File: src/rtl/alu_accumulator_stage.sv
// Accumulator/sequencing stage around external combinational bitwise units.
// One command at a time: IDLE accepts, EXEC captures the selected result, DONE holds it.
module alu_accumulator_stage #(
  parameter int unsigned WIDTH = 16,
  parameter int unsigned CNT_W = 8
) (
  input  logic             clk,
  input  logic             rst,
  input  logic             in_valid,
  output logic             in_ready,
  input  logic [2:0]       in_op,
  input  logic [WIDTH-1:0] in_operand,
  output logic [WIDTH-1:0] acc_out,
  output logic [WIDTH-1:0] opnd_out,
  input  logic [WIDTH-1:0] res_and,
  input  logic [WIDTH-1:0] res_or,
  input  logic [WIDTH-1:0] res_xor,
  input  logic [WIDTH-1:0] res_xnor,
  output logic             out_valid,
  input  logic             out_ready,
  output logic             zero_flag,
  output logic             neg_flag,
  output logic             par_flag,
  output logic [CNT_W-1:0] op_count
);

  typedef enum logic [1:0] {StIdle, StExec, StDone} state_e;

  typedef enum logic [2:0] {
    OpNop  = 3'b000,
    OpLoad = 3'b001,
    OpAnd  = 3'b010,
    OpOr   = 3'b011,
    OpXor  = 3'b100,
    OpXnor = 3'b101,
    OpNot  = 3'b110,
    OpClr  = 3'b111
  } op_e;

  state_e           state_q, state_d;
  logic [2:0]       op_q, op_d;
  logic [WIDTH-1:0] opnd_q, opnd_d;
  logic [WIDTH-1:0] acc_q, acc_d;
  logic [WIDTH-1:0] acc_sel;
  logic             zero_q, zero_d;
  logic             neg_q, neg_d;
  logic             par_q, par_d;
  logic             valid_q, valid_d;
  logic [CNT_W-1:0] cnt_q, cnt_d;

  // Result selection; the external units see acc_q/opnd_q held stable through EXEC.
  always_comb begin
    acc_sel = acc_q;
    case (op_e'(op_q))
      OpNop:   acc_sel = acc_q;
      OpLoad:  acc_sel = opnd_q;
      OpAnd:   acc_sel = res_and;
      OpOr:    acc_sel = res_or;
      OpXor:   acc_sel = res_xor;
      OpXnor:  acc_sel = res_xnor;
      OpNot:   acc_sel = ~acc_q;
      OpClr:   acc_sel = '0;
      default: acc_sel = acc_q;
    endcase
  end

  always_comb begin
    state_d = state_q;
    op_d    = op_q;
    opnd_d  = opnd_q;
    acc_d   = acc_q;
    zero_d  = zero_q;
    neg_d   = neg_q;
    par_d   = par_q;
    valid_d = valid_q;
    cnt_d   = cnt_q;
    unique case (state_q)
      StIdle: begin
        if (in_valid) begin
          op_d    = in_op;
          opnd_d  = in_operand;
          state_d = StExec;
        end
      end
      StExec: begin
        acc_d   = acc_sel;
        zero_d  = (acc_sel == '0);
        neg_d   = acc_sel[WIDTH-1];
        par_d   = ^acc_sel;
        cnt_d   = cnt_q + CNT_W'(1);
        valid_d = 1'b1;
        state_d = StDone;
      end
      StDone: begin
        if (out_ready) begin
          valid_d = 1'b0;
          state_d = StIdle;
        end
      end
      default: state_d = StIdle;
    endcase
  end

  always_ff @(posedge clk) begin
    if (rst) begin
      state_q <= StIdle;
      op_q    <= 3'b000;
      opnd_q  <= '0;
      acc_q   <= '0;
      zero_q  <= 1'b1;
      neg_q   <= 1'b0;
      par_q   <= 1'b0;
      valid_q <= 1'b0;
      cnt_q   <= '0;
    end else begin
      state_q <= state_d;
      op_q    <= op_d;
      opnd_q  <= opnd_d;
      acc_q   <= acc_d;
      zero_q  <= zero_d;
      neg_q   <= neg_d;
      par_q   <= par_d;
      valid_q <= valid_d;
      cnt_q   <= cnt_d;
    end
  end

  assign in_ready  = (state_q == StIdle) && !rst;
  assign acc_out   = acc_q;
  assign opnd_out  = opnd_q;
  assign out_valid = valid_q;
  assign zero_flag = zero_q;
  assign neg_flag  = neg_q;
  assign par_flag  = par_q;
  assign op_count  = cnt_q;

endmodule
File: config.mk
export PLATFORM = sky130hd
export DESIGN_NAME = alu_accumulator_stage
export DESIGN_NICKNAME = d
export VERILOG_FILES = /design/src/rtl/alu_accumulator_stage.sv
export SDC_FILE = /design/constraint.sdc
export NUM_CORES = 1
export LEC_CHECK = 0
export BUFFER_PORTS_ARGS = -buffer_cell sky130_fd_sc_hd__buf_2
export CORE_MARGIN = 10
export CORE_UTILIZATION = 30
export CTS_CLUSTER_SIZE = 12
export DETAILED_ROUTE_END_ITERATION = 6
export PLACE_DENSITY = 0.59
export SLEW_MARGIN = 25
export SYNTH_ARGS = -nofsm -noshare
export SYNTH_HDL_FRONTEND = slang
export SYNTH_SLANG_ARGS = --single-unit
File: constraint.sdc
create_clock -name clk -period 3.4 [get_ports clk]
set_input_delay 0.17 -clock clk [delete_from_list [all_inputs] [get_ports clk]]
set_output_delay 0.17 -clock clk [all_outputs]
set_load 0.01 [all_outputs]
Word level (Yosys, flattened, before mapping):

Cells that the tools add are included.
W data, S select, Z words.

* logic and storage cells: 38
* output and inout bits: 45
* register bits after elaboration: 49
* input bits: 87
* memory bits (writable): 0
* latch bits: 0
* memory bits (read-only): 0
* memories: 0

* $lt $le $gt $ge: 0
* mux-type cells: 6
* reductions and logical operators: 10
* shifts and indexed selects: 0
* $mul: 0
* div/mod/pow operators: 0
* $add $sub $neg: 1
* equal/unequal tests: 11
* bitwise gates (word level): 1

Operators with widths (number)
* $pmux W16 S8: 1
* $logic_not A16 Y1: 1
* $not A16 Y16: 1
* $reduce_xor A16 Y1: 1
* $eq A3 B3 Y1 const B: 4
* $add A8 B1 Y8 const B: 1
* $eq A3 B2 Y1 const B: 2
* $pmux W2 S3: 1
* $reduce_and A2 Y1: 3
* $mux W2: 2
* $ne A2 B2 Y1 const B: 2
* $eq A3 B1 Y1 const B: 1
* $logic_not A3 Y1: 1
* $eq A2 B1 Y1 const B: 1
* $eq A2 B2 Y1 const B: 1
* $logic_not A2 Y1: 1
* $pmux W1 S2: 1
* $reduce_bool A2 Y1: 1
* $logic_and A1 B1 Y1: 1
* $logic_not A1 Y1: 1
* $mux W1: 1

Logic depth before layout (Yosys ltp):

Gate-level depths: netlist of the first run.

* depth in word-level cells: 3
* gate-level depth with buffers: 11
* depth with buffers taken out: 9

Least setup slack after synthesis of the first run:

No wires, ideal clock.

* kind: register to register
* start: register op_q[2]
* end: register par_q, in the netlist par_flag
* required time: 3314 ps
* buffers on the path: 2
* data arrival time: 2251 ps
* setup time: 86 ps
* cell stages (with the launch flop): 11
* setup slack: 1063 ps
* period minus slack after synthesis: 2337 ps
* cells stage by stage: dfxtp_1 > buf_2 > buf_2 > mux4_2 > nand2_1 > o21ai_1 > ha_1 > xnor2_1 > xnor2_1 > xnor2_1 > a211oi_1

* cells in the longest elaborated chain, start to end: 3
* elaborated cells between the ends (all ways): 10
* classes of those cells: 7 x eq/ne; 1 x mux; 2 x reduce/logical

Ends and longest elaborated chain
* from (decl): line 41 `logic [2:0] op_q, op_d;`
* from (signal assigned): line 117 `op_q <= op_d;`
* $eq A3 B3 Y1 (tied with other cells): line 54 `case (op_e'(op_q))`
* $pmux W16 S8 (*): line 54
* $reduce_xor A16 Y1 (*): line 89 `par_d = ^acc_sel;`
* to (signal assigned): line 122 `par_q <= par_d;`
* to (decl): line 47 `logic par_q, par_d;`

Every way passes the cells marked *; elsewhere a longest branch is shown, timed or not.
A chain may end at the register's enable or synchronous reset.

Final worst setup path of the first run:

* start: register op_q[1]
* end: register par_q, in the netlist par_flag

Same word-level chain as after synthesis.

==> run metrics, run 1 <==
largest net degree at the start of global routing=36; Vias/cell=around 5; # resized after CTS=0; Skew-Pair Late Insertion Delay=between 0.2 and 0.3 ns; Initial Util=0.310; Reg power frac=0.423; Setup TNS=0 ns; crit path cell chain=buf_12 -> inv_2 -> a21oi_1 -> mux4_2 -> o21bai_1 -> ha_1 -> xnor2_1 -> xnor2_1 -> xnor2_1 -> a211oi_1; Max Fanout on Critical Path=35; minimum clock period=roughly 2.8 ns; Final period util=0.832; critical path's slowest cell=mux4_2; Crit. End Element=flip-flop; WL/cell=about 17 µm; total wire length=around 10000 µm; Max stage delay on crit path=0.51 ns; Synthesized Nets=about 460; Most common cell on crit path=xnor2_1; core area=about 0.01 mm²; Synth top cells by count=nand2_1 (67), dfxtp_1 (48), nor2_1 (32); share of the synthesized area in the top cell type=0.314; H-Tree Depth=2; most common cell in the synthesized netlist=nand2_1; startpoint types=flip-flop; final setup vio count=0; cell taking the most area after synthesis=dfxtp_1; power density cells=382 mW/mm²; fill count=between 1000 and 1500; area grow syn2layout=27.1%; status=finished clean; slew margin rel.=0.458; Initial DRT Pass Iterations=4; # DRC=0; hold crit path type=input pin to flip-flop; GRT Resource Usage Total=0.135; CP Data Arrival Time=~3 ns; ant diodes=0; Max Root-Sink Buffers=2; Post-CTS Setup Inserts=0; combinational cell fraction of total power=0.343; Worst-path clk slew=0.08 ns; Top Ports=~130; Peak Freq=about 350 MHz; Cells after Synth=~370; clock sink total=48; share of layout cells above drive strength 1=0.351; DR iter-0 viols=approximately 210; Synth Cell Area=about 0.003 mm²; Netlist cell types=between 40 and 50; Leak=1.67 nW; via count=3052; Nets=580; initial antenna violation count=0; Synth area leaders=dfxtp_1 (31%), nand2_1 (8.2%), mux4_2 (6.6%), nand2b_1 (6.1%), a21oi_1 (4.9%); Async SR Flop Fraction=0; cts hold-fix bufs=0; switch share=0.322; worst vdd ir=around 0.00016 V; gpl congestion=about 0.85; total CTS buffers=5; Die H=121 µm; Setup CP Type=flip-flop to flip-flop; skew final=between 0.003 and 0.004 ns; Switch Pwr=approximately 0.48 mW; die width=about 120 µm; cell-internal power=roughly 1.0 mW; Clock power frac=0.234; first-pass GRT wire length=about 16000 µm; final hold vios=0; Tightest Pin Transition=0.813 ns; RSZ-0062 raised after global routing=no; remaining global-route overflow=0; max cap viols=0; Req. time, crit path=roughly 3.6 ns; # port buffers=131; Seq/Total Area, Yosys=0.314; die footprint=~0.015 mm²; max-slew violations=0; Reg area=approximately 960 µm²; CTS tree=done; Main synth FF type=dfxtp_1; Yosys reg bits=between 40 and 50; area taken by multi-input logic gates=approximately 0.0019 mm²; syn_area_per_cell=8.34 µm²; antenna-violating nets left=0; yosys warns=0; Root Driver=clkbuf_8; Pwr Total=between 1 and 1.5 mW; Post-synth EDFFs=0; Core Rows=36; hpwl dp=between 8000 and 9000 µm; vias in the first global route=3215
==> sequential cells by signal (all words and copies together), names as in the netlist <==
signal	count
acc_out	16
opnd_out	16
op_count	8
op_q	3
state_q	2
out_valid	1
par_flag	1
zero_flag	1
==> power by group through the flow <==
stage | clock network [mW] | logic, mW | registers, mW
2_1_floorplan | 0 | 0.357 | 0.640
3_3_place_gp | 0 | 0.506 | 0.641
3_5_place_dp | 0 | 0.516 | 0.642
4_1_cts | 0.361 | 0.517 | 0.629
5_1_grt | 0.375 | 0.568 | 0.635
6_report | 0.347 | 0.510 | 0.629
==> layout by cell type, fill, tap and decap left out, types with 7 or more instances in the layout <==
cell type  instances
o21ai_0            7
ha_1               9
a21oi_1           30
a311oi_2           7
nand2b_1          30
a211oi_1           8
nor2_1            32
buf_2            131
xnor2_1            9
o21bai_1           9
a221oi_1           7
nand2_1           67
dfxtp_1           48
nor2b_1            9
mux4_2             9
==> critical path: cells and delay by family, from the launching register on <==
kind                       cells  cell delay (ns)
AOI/OAI and AO/OA              3             0.51
xor gates and xnor gates       3             0.46
adders and majority gates      1             0.33
buffers and inverters          2             0.44
DFF                            1             0.48
muxes                          1             0.51
==> routing by layer <==
metal,track usage,vias up,share of wire
met1,0.165,1412,0.44
met5,0,-,0
met4,0.0294,0,0.011
met3,0.0433,10,0.074
met2,0.227,97,0.48
li1,-,1533,-
==> cell type report <==
type                    count  area share
repair buffers            138       0.185
clock buffers               8      0.0232
well taps                 133      0.0428
multi-input cells         288       0.499
flip-flops and latches     48       0.247
inverters                   3     0.00289
==> per-stage QoR <==
step                      worst slack (ns)  std cells  instance area [µm²]  hold slack (ns)  utilization
after floorplan                       1.06        367                 3060            0.292            -
after global placement               0.685        610                 3800            0.413        0.385
after detailed placement             0.584        610                 3800            0.418        0.385
after CTS                            0.564        618                 3890           0.0900        0.394
after global routing                 0.356        618                 3890            0.104        0.394
final                                0.572        618                 3890            0.103        0.394
==> cell families after synthesis <==
family | Yosys count | share of synthesized area
buffers and inverters | 31 | 0.0527
AOI/OAI and AO/OA | 92 | 0.224
xor gates and xnor gates | 14 | 0.0401
muxes | 16 | 0.0895
and+or+nand+nor | 157 | 0.243
adders and majority gates | 9 | 0.0368
DFF | 48 | 0.314
==> worst paths after layout <==
check                 start      endpoint  slack [ns]  depth (start not counted)
max                 op_q[1]      par_flag        0.57                         10
min          in_operand[10]  opnd_out[10]        0.10                          3
max reg2reg         op_q[1]      par_flag        0.57                         10
min reg2reg     opnd_out[4]   opnd_out[4]        0.47                          2
Note: power is estimated with default switching activity, not from simulation.
==> inputs of run 2 (changes only) <==
Clock period 3.4 ns to 2.7 ns, I/O delays scaled along.
==> run 2 against run 1 <==
Net effect:
- die area unchanged
- setup slack worse by 0.39 ns
- register-to-register slack worse by 0.39 ns
- cell count up 1.5%
- cell area up 2.7%
- routed wire length up 3.4%
- first-iteration DRC count down 24%
- power up 29%
- hold slack worse by 0.049 ns
- critical path depth unchanged
- clock power up 31%
- non-clock buffer count up 9
- critical path type unchanged
- highest routed layer unchanged
==> run metrics, run 2 (synthesis results as in run 1) <==
Skew-Pair Late Insertion Delay=0.31 ns (+0.02 ns); placed cell count=619 (+1.5%); skew final=0.00707 ns (+0.00339 ns); WL/cell=17.2 µm (+1.9%); Hold Path Depth=3 (unchanged); fin area=0.00400 mm² (+2.7%); max cap viols=0 (unchanged); # DRC=0 (unchanged); total CTS buffers=5 (unchanged); Max Fanout on Critical Path=11 (-69%); Setup TNS=0 ns (unchanged); RSZ-0062 raised after global routing=no; ant diodes=0 (unchanged); core area=0.00986 mm² (unchanged); vias in the first global route=3271 (+1.7%); largest net degree at the start of global routing=28 (-22%); startpoint types=flip-flop; Max Root-Sink Buffers=2 (unchanged); initial antenna violation count=0 (unchanged); hold crit path type=input pin to flip-flop; Peak Freq=398 MHz (+12%); Final period util=0.931 (+0.0994); final hold vios=0 (unchanged); H-Tree Depth=2 (unchanged); Initial Util=0.310 (unchanged); Most common cell on crit path=xnor2_1; Setup CP Type=flip-flop to flip-flop; # resized after CTS=0 (unchanged); Worst-path clk slew=0.09 ns (about the same); power density cells=481 mW/mm² (+26%); Worst Reg-to-Reg Cells=10 (unchanged); hpwl dp=8650 µm (+1.7%); area grow syn2layout=30.5%; Crit. End Element=flip-flop; Leak=1.74 nW (+3.9%); antenna-violating nets left=0 (unchanged); share of layout cells above drive strength 1=0.374 (+0.0240); die width=121 µm (unchanged); pre-CTS setup slack=0.164 ns (-0.421 ns); Post-CTS Setup Inserts=0 (unchanged); Req. time, crit path=2.92 ns (-0.69 ns); final setup vio count=0 (unchanged); Nets=589 (+1.6%); Initial DRT Pass Iterations=4 (unchanged); Vias/cell=4.95 (+0.28%); DR iter-0 viols=156 (-24%); dpl cell area=0.00387 mm² (+1.8%); max-slew violations=0 (unchanged); final cell count without fillers=627 (+1.5%); Top Ports=132 (unchanged); cts hold-fix bufs=0 (unchanged); first-pass GRT wire length=16700 µm (+3.2%); minimum clock period=2.51 ns (-0.314 ns); worst vdd ir=0.000242 V (+54%); total wire length=10800 µm (+3.4%); # port buffers=131 (unchanged); leading cell type in the layout, fill and taps excluded=buf_2; Pwr Total=1.92 mW (+29%); Max stage delay on crit path=0.50 ns (about the same); slew margin rel.=0.551 (+0.0926); fin util=0.405 (+0.0107); GRT Resource Usage Total=0.141 (+0.00534); Core Rows=36 (unchanged); crit path cell chain=buf_6 -> nor2b_1 -> a21oi_1 -> mux4_2 -> o21bai_1 -> ha_1 -> xnor2_1 -> xnor2_1 -> xnor2_1 -> a211oi_1; gpl congestion=0.907 (+7.0%); CTS tree=done; Root Driver=clkbuf_8; worst hold slack=0.0546 ns (-0.0488 ns); remaining global-route overflow=0 (unchanged); critical path's slowest cell=mux4_2; via count=3105 (+1.7%); die footprint=0.0146 mm² (unchanged); commonest non-fill, non-tap cells in the layout=buf_2 (131), nand2_1 (67), dfxtp_1 (47); clock sink total=48 (unchanged); CP Data Arrival Time=2.74 ns (-0.30 ns); final worst setup slack=0.186 ns (-0.386 ns); Tightest Pin Transition=0.674 ns (-0.139 ns); status=finished clean; Die H=121 µm (unchanged)
run 2: changes by cell type in the layout (fill, tap and decap cells not counted), sizes merged:
cell / delta
buf: +9
clkinv: +3
clkbuf: -2
inv: -1
run 2: area by class of cell:
type                    instances  area, µm²
fillers                      1036       5870
inverters                       3       12.5
well taps                     133        166
flip-flops and latches         48        962
clock inverters                 2       10.0
multi-input cells             288       1970
clock buffers                   6       82.6
repair buffers                147        796
run 2: where the power goes:
group	internal (mW)	switching [mW]
Combinational	0.336	0.347
Clock	0.205	0.249
Sequential	0.747	0.0389
run 2: final timing paths:
check | start | to | slack [ns]
worst max-delay path | op_q[1] | par_flag | 0.19
worst min-delay path | in_operand[6] | opnd_out[6] | 0.05
worst max register to register | op_q[1] | par_flag | 0.19
worst min register to register | zero_flag | zero_flag | 0.48
run 2: worst max-delay path, delay by kind of cell, from the launching register on:
family,cells,cell delay [ns]
flip-flops,1,0.39
buffers and inverters,1,0.17
multiplexers,1,0.50
adder cells (fa/ha/maj),1,0.30
XOR/XNOR,3,0.47
AO/OA/AOI/OAI,3,0.45
AND/OR/NAND/NOR,1,0.15
run 2: layer usage:
metal  global-route usage  up-vias  wire, µm
met2                0.239       91      5240
met4               0.0347        0       125
met5                    0        -         0
met1                0.168     1462      4650
li1                     -     1542         -
met3               0.0447       10       735
